## src/rtl/tone_phase_accum.sv

```systemverilog
// Note-playback stage: accepts {increment, duration} notes and plays the MSB of a
// ripple-carry phase accumulator as a square-wave tone for exactly 'duration' cycles.

module FullAdder_GL (
    input  logic a,
    input  logic b,
    input  logic cin,
    output logic s,
    output logic cout
);
    logic axb;
    assign axb  = a ^ b;
    assign s    = axb ^ cin;
    assign cout = (a & b) | (axb & cin);
endmodule

// Handshake: a note transfers on a rising edge with note_val & note_rdy; note_inc and
// note_dur are sampled only on that edge, and note_rdy is high exactly while IDLE.
module tone_phase_accum #(
    parameter int ACC_W = 16,
    parameter int DUR_W = 16
) (
    input  logic             clk,
    input  logic             rst,
    input  logic             note_val,
    output logic             note_rdy,
    input  logic [ACC_W-1:0] note_inc,
    input  logic [DUR_W-1:0] note_dur,
    input  logic             stop,
    output logic             tone_out,
    output logic             busy,
    output logic             done
);
    typedef enum logic {IDLE = 1'b0, PLAY = 1'b1} state_t;

    state_t           state_q;
    logic [ACC_W-1:0] acc_q;
    logic [ACC_W-1:0] inc_q;
    logic [DUR_W-1:0] dur_q;
    logic             done_q;

    logic [ACC_W-1:0] acc_d;
    logic [ACC_W-1:0] carry;
    logic             carry_unused;

    assign carry[0] = 1'b0;

    // Ripple chain; the final carry-out is the discarded wrap of the phase.
    for (genvar i = 0; i < ACC_W; i++) begin : g_add
        if (i == ACC_W - 1) begin : g_last
            FullAdder_GL u_fa (
                .a    (acc_q[i]),
                .b    (inc_q[i]),
                .cin  (carry[i]),
                .s    (acc_d[i]),
                .cout (carry_unused)
            );
        end else begin : g_mid
            FullAdder_GL u_fa (
                .a    (acc_q[i]),
                .b    (inc_q[i]),
                .cin  (carry[i]),
                .s    (acc_d[i]),
                .cout (carry[i+1])
            );
        end
    end

    always_ff @(posedge clk or posedge rst) begin
        if (rst) begin
            state_q <= IDLE;
            acc_q   <= '0;
            inc_q   <= '0;
            dur_q   <= '0;
            done_q  <= 1'b0;
        end else begin
            done_q <= 1'b0;
            case (state_q)
                IDLE: begin
                    if (note_val) begin
                        if (note_dur != '0) begin
                            acc_q   <= '0;
                            inc_q   <= note_inc;
                            dur_q   <= note_dur;
                            state_q <= PLAY;
                        end else begin
                            done_q <= 1'b1;
                        end
                    end
                end
                PLAY: begin
                    acc_q <= acc_d;
                    dur_q <= dur_q - 1'b1;
                    // stop and last-cycle share one exit so only a single done pulse results.
                    if (stop || (dur_q == DUR_W'(1))) begin
                        state_q <= IDLE;
                        done_q  <= 1'b1;
                    end
                end
                default: state_q <= IDLE;
            endcase
        end
    end

    assign note_rdy = (state_q == IDLE);
    assign busy     = (state_q == PLAY);
    assign tone_out = busy & acc_q[ACC_W-1];
    assign done     = done_q;

endmodule
```

## config.mk

```make
export PLATFORM = sky130hd
export DESIGN_NAME = tone_phase_accum
export DESIGN_NICKNAME = d
export VERILOG_FILES = /design/src/rtl/tone_phase_accum.sv
export SDC_FILE = /design/constraint.sdc
export NUM_CORES = 1
export LEC_CHECK = 0
export ABC_CLOCK_PERIOD_IN_PS = 8980
export CAP_MARGIN = 0
export CORE_MARGIN = 1
export CORE_UTILIZATION = 54
export DETAILED_ROUTE_END_ITERATION = 8
export MAX_ROUTING_LAYER = met4
export PLACE_DENSITY = 0.9
export SYNTH_ARGS = -nofsm -noshare
export SYNTH_HDL_FRONTEND = slang
export SYNTH_SLANG_ARGS = --single-unit
```

## constraint.sdc

```tcl
create_clock -name clk -period 8.98 [get_ports clk]
set_clock_uncertainty 0.2 [all_clocks]
set_input_delay 1.796 -clock clk [delete_from_list [all_inputs] [get_ports clk]]
set_output_delay 1.796 -clock clk [all_outputs]
set_load 0.01 [all_outputs]
```

==> impl_results.md, run 1 <==
- Max FO, Critical Path: 2
- Total Nets Final: 366
- RSZ-0062 raised after global routing: false
- DR iter-0 viols: 222
- Cell mode on critical path: fa_1
- CP max stage cell: fa_1
- Htree depth: 2
- Count of cell types in the netlist: 42
- Vias in the first global route: 2135
- # diodes: 0
- Starting density of the core: 0.572
- First-pass GRT wire length: 9.78 mm
- Syn nets: 328
- Cts bufs inserted: 5
- Core Rows: 25
- Clock period minus final worst setup slack: 6.79 ns
- Max incr delay on CP: 0.40 ns
- CTS tree: yes
- DP HPWL: 4.08 mm
- Status: complete, no violations
- # fillers: 391
- Seq pwr share: 0.482
- Chip width: 73.4 microns
- Seq/Total Area, Yosys: 0.454
- Crit share post-route: 0.756
- Final hold vios: 0
- Die Height: 73.4 microns
- Setup bufs post-CTS: 0
- Max Clock Freq: 147 MHz
- Final WL: 5.71 mm
- CP Class: reg -> reg
- Core box area: 4820 sq um
- Sink Count: 50
- Synth Warn #: 0
- CP Launch Type: register
- DRT antenna net count: 0
- Placer Congestion: 0.853
- Mapped cell area: 2760 sq um
- Commonest register cell after synthesis: dfrtp_1
- Pleak: 1.33 nW
- Root Buffer: clkbuf_8
- Register area: 1250 sq um
- # IOs: 40
- Least-Margin Pin Slew: 1.01 ns
- Gate power share: 0.343
- PostCTS Resize Cnt: 0
- Hold_buf cts: 0
- Clock latency on the worst-skew pair: 0.30 ns
- Crit. End Element: register
- Area Growth Syn to Fin: 18.6%
- Via density: 5.66
- Max Cap Viol: 0
- Top Family by Delay on Critical Path: adder cells
- I/O Buffers: 39
- Async SR Flop Fraction: 1.00
- Clk pwr share: 0.175
- Die area: 5390 sq um
- Wire length per cell: 15.0 microns
- CTS clk-pin slew, worst paths: 0.09 ns
- Rel. slew slack: 0.326
- Remaining DRCs: 0
- PwrDens: 219 nW/um^2
- Share of layout cells above drive strength 1: 0.0671
- Worst-path cell chain: ha_1, inv_1, fa_1, fa_1, fa_1, fa_1, fa_1, fa_1, fa_1, fa_1, fa_1, fa_1, fa_1, fa_1, fa_1, fa_1, xor2_1, xnor2_1, nand2_1, o21ai_2
- First-pass DRT Iterations: 4
- Grt ovf: 0
- Finish-stage setup viols: 0
- FF+latch count, synth: 50
- WP data arrival: 6.75 ns
- Dpl ws: 2.18 ns
- Area of the multi-input gates: 1320 sq um
- Total negative slack: 0 ns
- Sw Ratio: 0.362
- Critical Path RT: 8.95 ns
- Hold/Removal Path Class: reg -> reg
- Synth Instances: 275
- CTS Buffer Depth: 2
- P_int: 0.000457 W
- Largest net degree at the start of global routing: 51
- Via count: 2149
- Switch Pwr: 0.000260 W
- GRT Total Usage: 0.248
- Syn avg cell area: 10.0 sq um
- Maximum VDD drop: 0.124 mV
- Post-synth EDFFs: 0
- Final WS setup: 2.19 ns
- R2R Setup Slk: 2.19 ns
- Pins over their slew limit: 0
- WP buf/inv: 1
- Initial antenna violation count: 0
## layout make-up
cell class,count,share of cell area
clock buffers,7,0.0233
inverters,33,0.0379
well taps,67,0.0256
multi-input cells,181,0.404
repair buffers,42,0.126
flip-flops and latches,50,0.383
## cell families (layout without fill, tap and decap cells)
logic type / after synthesis / after routing / synth area share
AND/OR/NAND/NOR: 96 / 96 / 0.179
XOR/XNOR: 4 / 4 / 0.0127
multiplexers: 4 / 4 / 0.0154
adder cells (fa/ha/maj): 17 / 17 / 0.115
buffers and inverters: 44 / 82 / 0.0694
AO/OA/AOI/OAI: 60 / 60 / 0.154
flip-flops: 50 / 50 / 0.454
## stage by stage
stage,area (sq um),hold WS (ns),cells,util,total power [W]
floorplan,2760,0.268,275,-,0.000514
global placement,3190,0.283,373,0.663,0.000572
detailed placement,3190,0.304,373,0.663,0.000595
CTS,3270,0.322,380,0.679,0.000723
global route,3270,0.345,380,0.679,0.000783
finish,3270,0.315,380,0.679,0.000717
## power groups by stage
stage / sequential [W] / combinational (W) / clock [W]
after floorplan: 0.000331 / 0.000183 / 0
after global routing: 0.000354 / 0.000292 / 0.000138
final: 0.000345 / 0.000246 / 0.000126
after detailed placement: 0.000348 / 0.000248 / 0
after global placement: 0.000342 / 0.000230 / 0
after CTS: 0.000344 / 0.000251 / 0.000128
## layout by cell type (no fill, tap or decap), drive strengths merged, types with 4 or more instances in the layout
cell            n
nand2b          4
clkbuf          7
clkdlybuf4s50  39
inv            33
dfrtp          50
a21oi           6
nand3          23
o211ai          6
o21ai          31
nor2b           4
or4             6
nor4            8
nor3            4
nand2          33
fa             14
nor2            5
nand4           5
## per-layer routing
metal / share of wire / track usage / vias to the layer above
li1: - / - / 1037
met1: 0.44 / 0.326 / 1042
met2: 0.50 / 0.393 / 63
met3: 0.048 / 0.0370 / 7
met4: 0.015 / 0.0897 / 0
met5: 0 / - / -
## Yosys cell counts (all sizes together) (2+ instances only)
master | number | area share
nand4 | 5 | 0.011
clkbuf | 8 | 0.015
inv | 33 | 0.045
mux2 | 2 | 0.0082
nor2b | 4 | 0.0091
nand2b | 4 | 0.0091
a21oi | 6 | 0.012
mux2i | 2 | 0.0073
and2 | 2 | 0.0045
dfrtp | 50 | 0.45
fa | 14 | 0.10
xnor2 | 3 | 0.0095
o311ai | 2 | 0.0064
ha | 3 | 0.014
buf | 3 | 0.010
nand2 | 33 | 0.045
a41oi | 2 | 0.0064
or4 | 6 | 0.020
o211ai | 6 | 0.016
nor3 | 4 | 0.0073
a221oi | 2 | 0.0064
a211oi | 3 | 0.0082
o41ai | 3 | 0.023
nand3 | 23 | 0.042
nor4 | 8 | 0.018
o21ai | 31 | 0.059
nor2 | 5 | 0.0068
## tightest hold or removal path: cells and delay by family (launching register included)
| family | cells | cell delay (ns) |
|---|---|---|
| compound gates | 1 | 0.07 |
| flops | 1 | 0.35 |
| simple gates | 1 | 0.07 |
## worst paths after layout
path / from / endpoint / cells past startpoint
worst min-delay path: acc_q[7]$_DFFE_PP0P_ / acc_q[7]$_DFFE_PP0P_ / 2
min in group asynchronous: rst / inc_q[2]$_DFFE_PP0P_ / 2
worst max-delay path: acc_q[0]$_DFFE_PP0P_ / acc_q[15]$_DFFE_PP0P_ / 20
worst min register to register: acc_q[7]$_DFFE_PP0P_ / acc_q[7]$_DFFE_PP0P_ / 2
max in group asynchronous: rst / inc_q[11]$_DFFE_PP0P_ / 2
worst max register to register: acc_q[0]$_DFFE_PP0P_ / acc_q[15]$_DFFE_PP0P_ / 20
## sequential cells by signal, indices dropped and copies added, names as in the netlist
register  cells
acc_q        16
busy          1
done          1
dur_q        16
inc_q        16
(Power assumes the default switching activity.)
==> run 2: changes to the inputs <==
Settings changed: ABC_CLOCK_PERIOD_IN_PS 8980 to 5940, CORE_UTILIZATION 54 to 49, PLACE_DENSITY 0.9 to 0.87.
Clock period 8.98 ns to 5.94 ns, I/O delays scaled along.
==> impl_results.md, run 2 (synthesized netlist as in run 1, its figures left out) <==
- Share of layout cells above drive strength 1: 0.127
- Final hold vios: 0
- Final design area excluding fillers: 3360 sq um
- # IOs: 40
- Final WL: 5.55 mm
- Commonest non-fill, non-tap cell in the layout: dfrtp_1
- DRT antenna net count: 0
- Least-Margin Pin Slew: 1.02 ns
- DP HPWL: 3.97 mm
- First-pass DRT Iterations: 4
- PwrDens: 347 nW/um^2
- RSZ-0062 raised after global routing: true
- Critical Path RT: 5.94 ns
- Max FO, Critical Path: 2
- Finish-stage setup viols: 2
- Crit. End Element: register
- Crit share post-route: 1.03
- Cell Area, Placed: 3230 sq um
- Cts bufs inserted: 5
- I/O Buffers: 39
- GRT Total Usage: 0.208
- CP Class: reg -> reg
- Starting density of the core: 0.523
- Max Clock Freq: 163 MHz
- Violated checks: negative setup slack
- Wire length per cell: 14.4 microns
- Register area: 1250 sq um
- # diodes: 0
- Htree depth: 2
- Maximum VDD drop: 0.157 mV
- Biggest regs: acc_q: 16 flops, dur_q: 16 flops, inc_q: 16 flops
- Root Buffer: clkbuf_8
- Remaining DRCs: 0
- Core Rows: 26
- DR iter-0 viols: 114
- CTS tree: yes
- CTS Buffer Depth: 2
- Chip width: 77 microns
- Sink Count: 50
- Area of the multi-input gates: 1360 sq um
- Die area: 5930 sq um
- CP Launch Type: register
- Commonest non-fill, non-tap cells in the layout: dfrtp_1, clkdlybuf4s50_1, nand2_1, inv_1, o21ai_0
- Initial antenna violation count: 0
- Rel. slew slack: 0.316
- WP data arrival: 6.14 ns
- Clock period minus final worst setup slack: 6.14 ns
- Status: finished, violations left
- Final WS setup: -0.202 ns
- Total Nets Final: 368
- Die Height: 77 microns
- Pleak: 1.36 nW
- Placer Congestion: 0.869
- Grt ovf: 0
- Max Cap Viol: 0
- First-pass GRT wire length: 9.45 mm
- Largest net degree at the start of global routing: 51
- Via count: 2141
- Dpl ws: -0.243 ns
- # fillers: 432
- Vias in the first global route: 2037
- Hold/Removal Path Class: reg -> reg
- Via density: 5.55
- Pins over their slew limit: 0
- Clock latency on the worst-skew pair: 0.31 ns
- Core box area: 5270 sq um
- CTS clk-pin slew, worst paths: 0.09 ns
- Area Growth Syn to Fin: 22.1%
[run 2: per-layer routing]
layer | track usage | part of all wire | vias up
li1 | - | - | 1037
met1 | 0.282 | 0.47 | 1035
met2 | 0.311 | 0.47 | 58
met3 | 0.0405 | 0.046 | 11
met4 | 0.0811 | 0.020 | 0
met5 | - | 0 | -
[run 2: critical path, cell delays in order (launching register included)]
cell and delay (ns):
dfrtp_1 0.36, ha_1 0.15, inv_1 0.05, fa_2 0.34, fa_2 0.35, fa_2 0.35
fa_2 0.35, fa_2 0.34, fa_2 0.34, fa_2 0.34, fa_2 0.34, fa_2 0.34
fa_2 0.35, fa_2 0.34, fa_2 0.34, fa_2 0.35, fa_2 0.36, xor2_2 0.16
xnor2_1 0.13, nand2_1 0.08, o21ai_2 0.05
[run 2: stage by stage]
stage | TNS (ns) | std cells | power, W | hold WS (ns) | util
after floorplan | -0.0365 | 275 | 0.000791 | 0.268 | -
after global routing | -0.564 | 386 | 0.00126 | 0.349 | 0.638
after CTS | -0.353 | 385 | 0.00117 | 0.325 | 0.637
after detailed placement | -0.342 | 376 | 0.000919 | 0.304 | 0.613
final | -0.259 | 386 | 0.00117 | 0.322 | 0.638
after global placement | -0.0883 | 376 | 0.000880 | 0.285 | 0.613
[run 2: repair_timing]
item | 4_1_cts | 5_1_grt
gates resized for setup | 1 | 0
hold endpoints to repair | 0 | 0
endpoints found under the setup margin | 2 | 2
hold buffers | 0 | 0
cloned | 0 | 0
setup buffers | 1 | 1
pin swaps | 2 | 1
[run 2: area by class of cell]
type | count | share of cell area
clock buffer | 6 | 0.0216
clock inverter | 2 | 0.0112
inverter | 33 | 0.0368
multi-input combinational | 181 | 0.405
sequential | 50 | 0.372
tap | 70 | 0.0260
timing repair buffer | 44 | 0.127
[run 2: path summary, 6_finish.rpt]
kind	start	depth (start not counted)	to	slack [ns]
worst min-delay path	acc_q[9]$_DFFE_PP0P_	2	acc_q[9]$_DFFE_PP0P_	0.32
worst max-delay path	acc_q[0]$_DFFE_PP0P_	20	acc_q[15]$_DFFE_PP0P_	-0.20
worst max register to register	acc_q[0]$_DFFE_PP0P_	20	acc_q[15]$_DFFE_PP0P_	-0.20
max in group asynchronous	rst	2	dur_q[2]$_DFFE_PP0P_	3.67
min in group asynchronous	rst	2	acc_q[3]$_DFFE_PP0P_	1.23
worst min register to register	acc_q[9]$_DFFE_PP0P_	2	acc_q[9]$_DFFE_PP0P_	0.32
[run 2: report_power, final]
group          leakage, nW  internal, W  switching, W
Clock               0.0514     0.000126      0.000121
Combinational        0.690     0.000191      0.000218
Sequential           0.615     0.000439     0.0000743
Total                 1.36     0.000756      0.000413
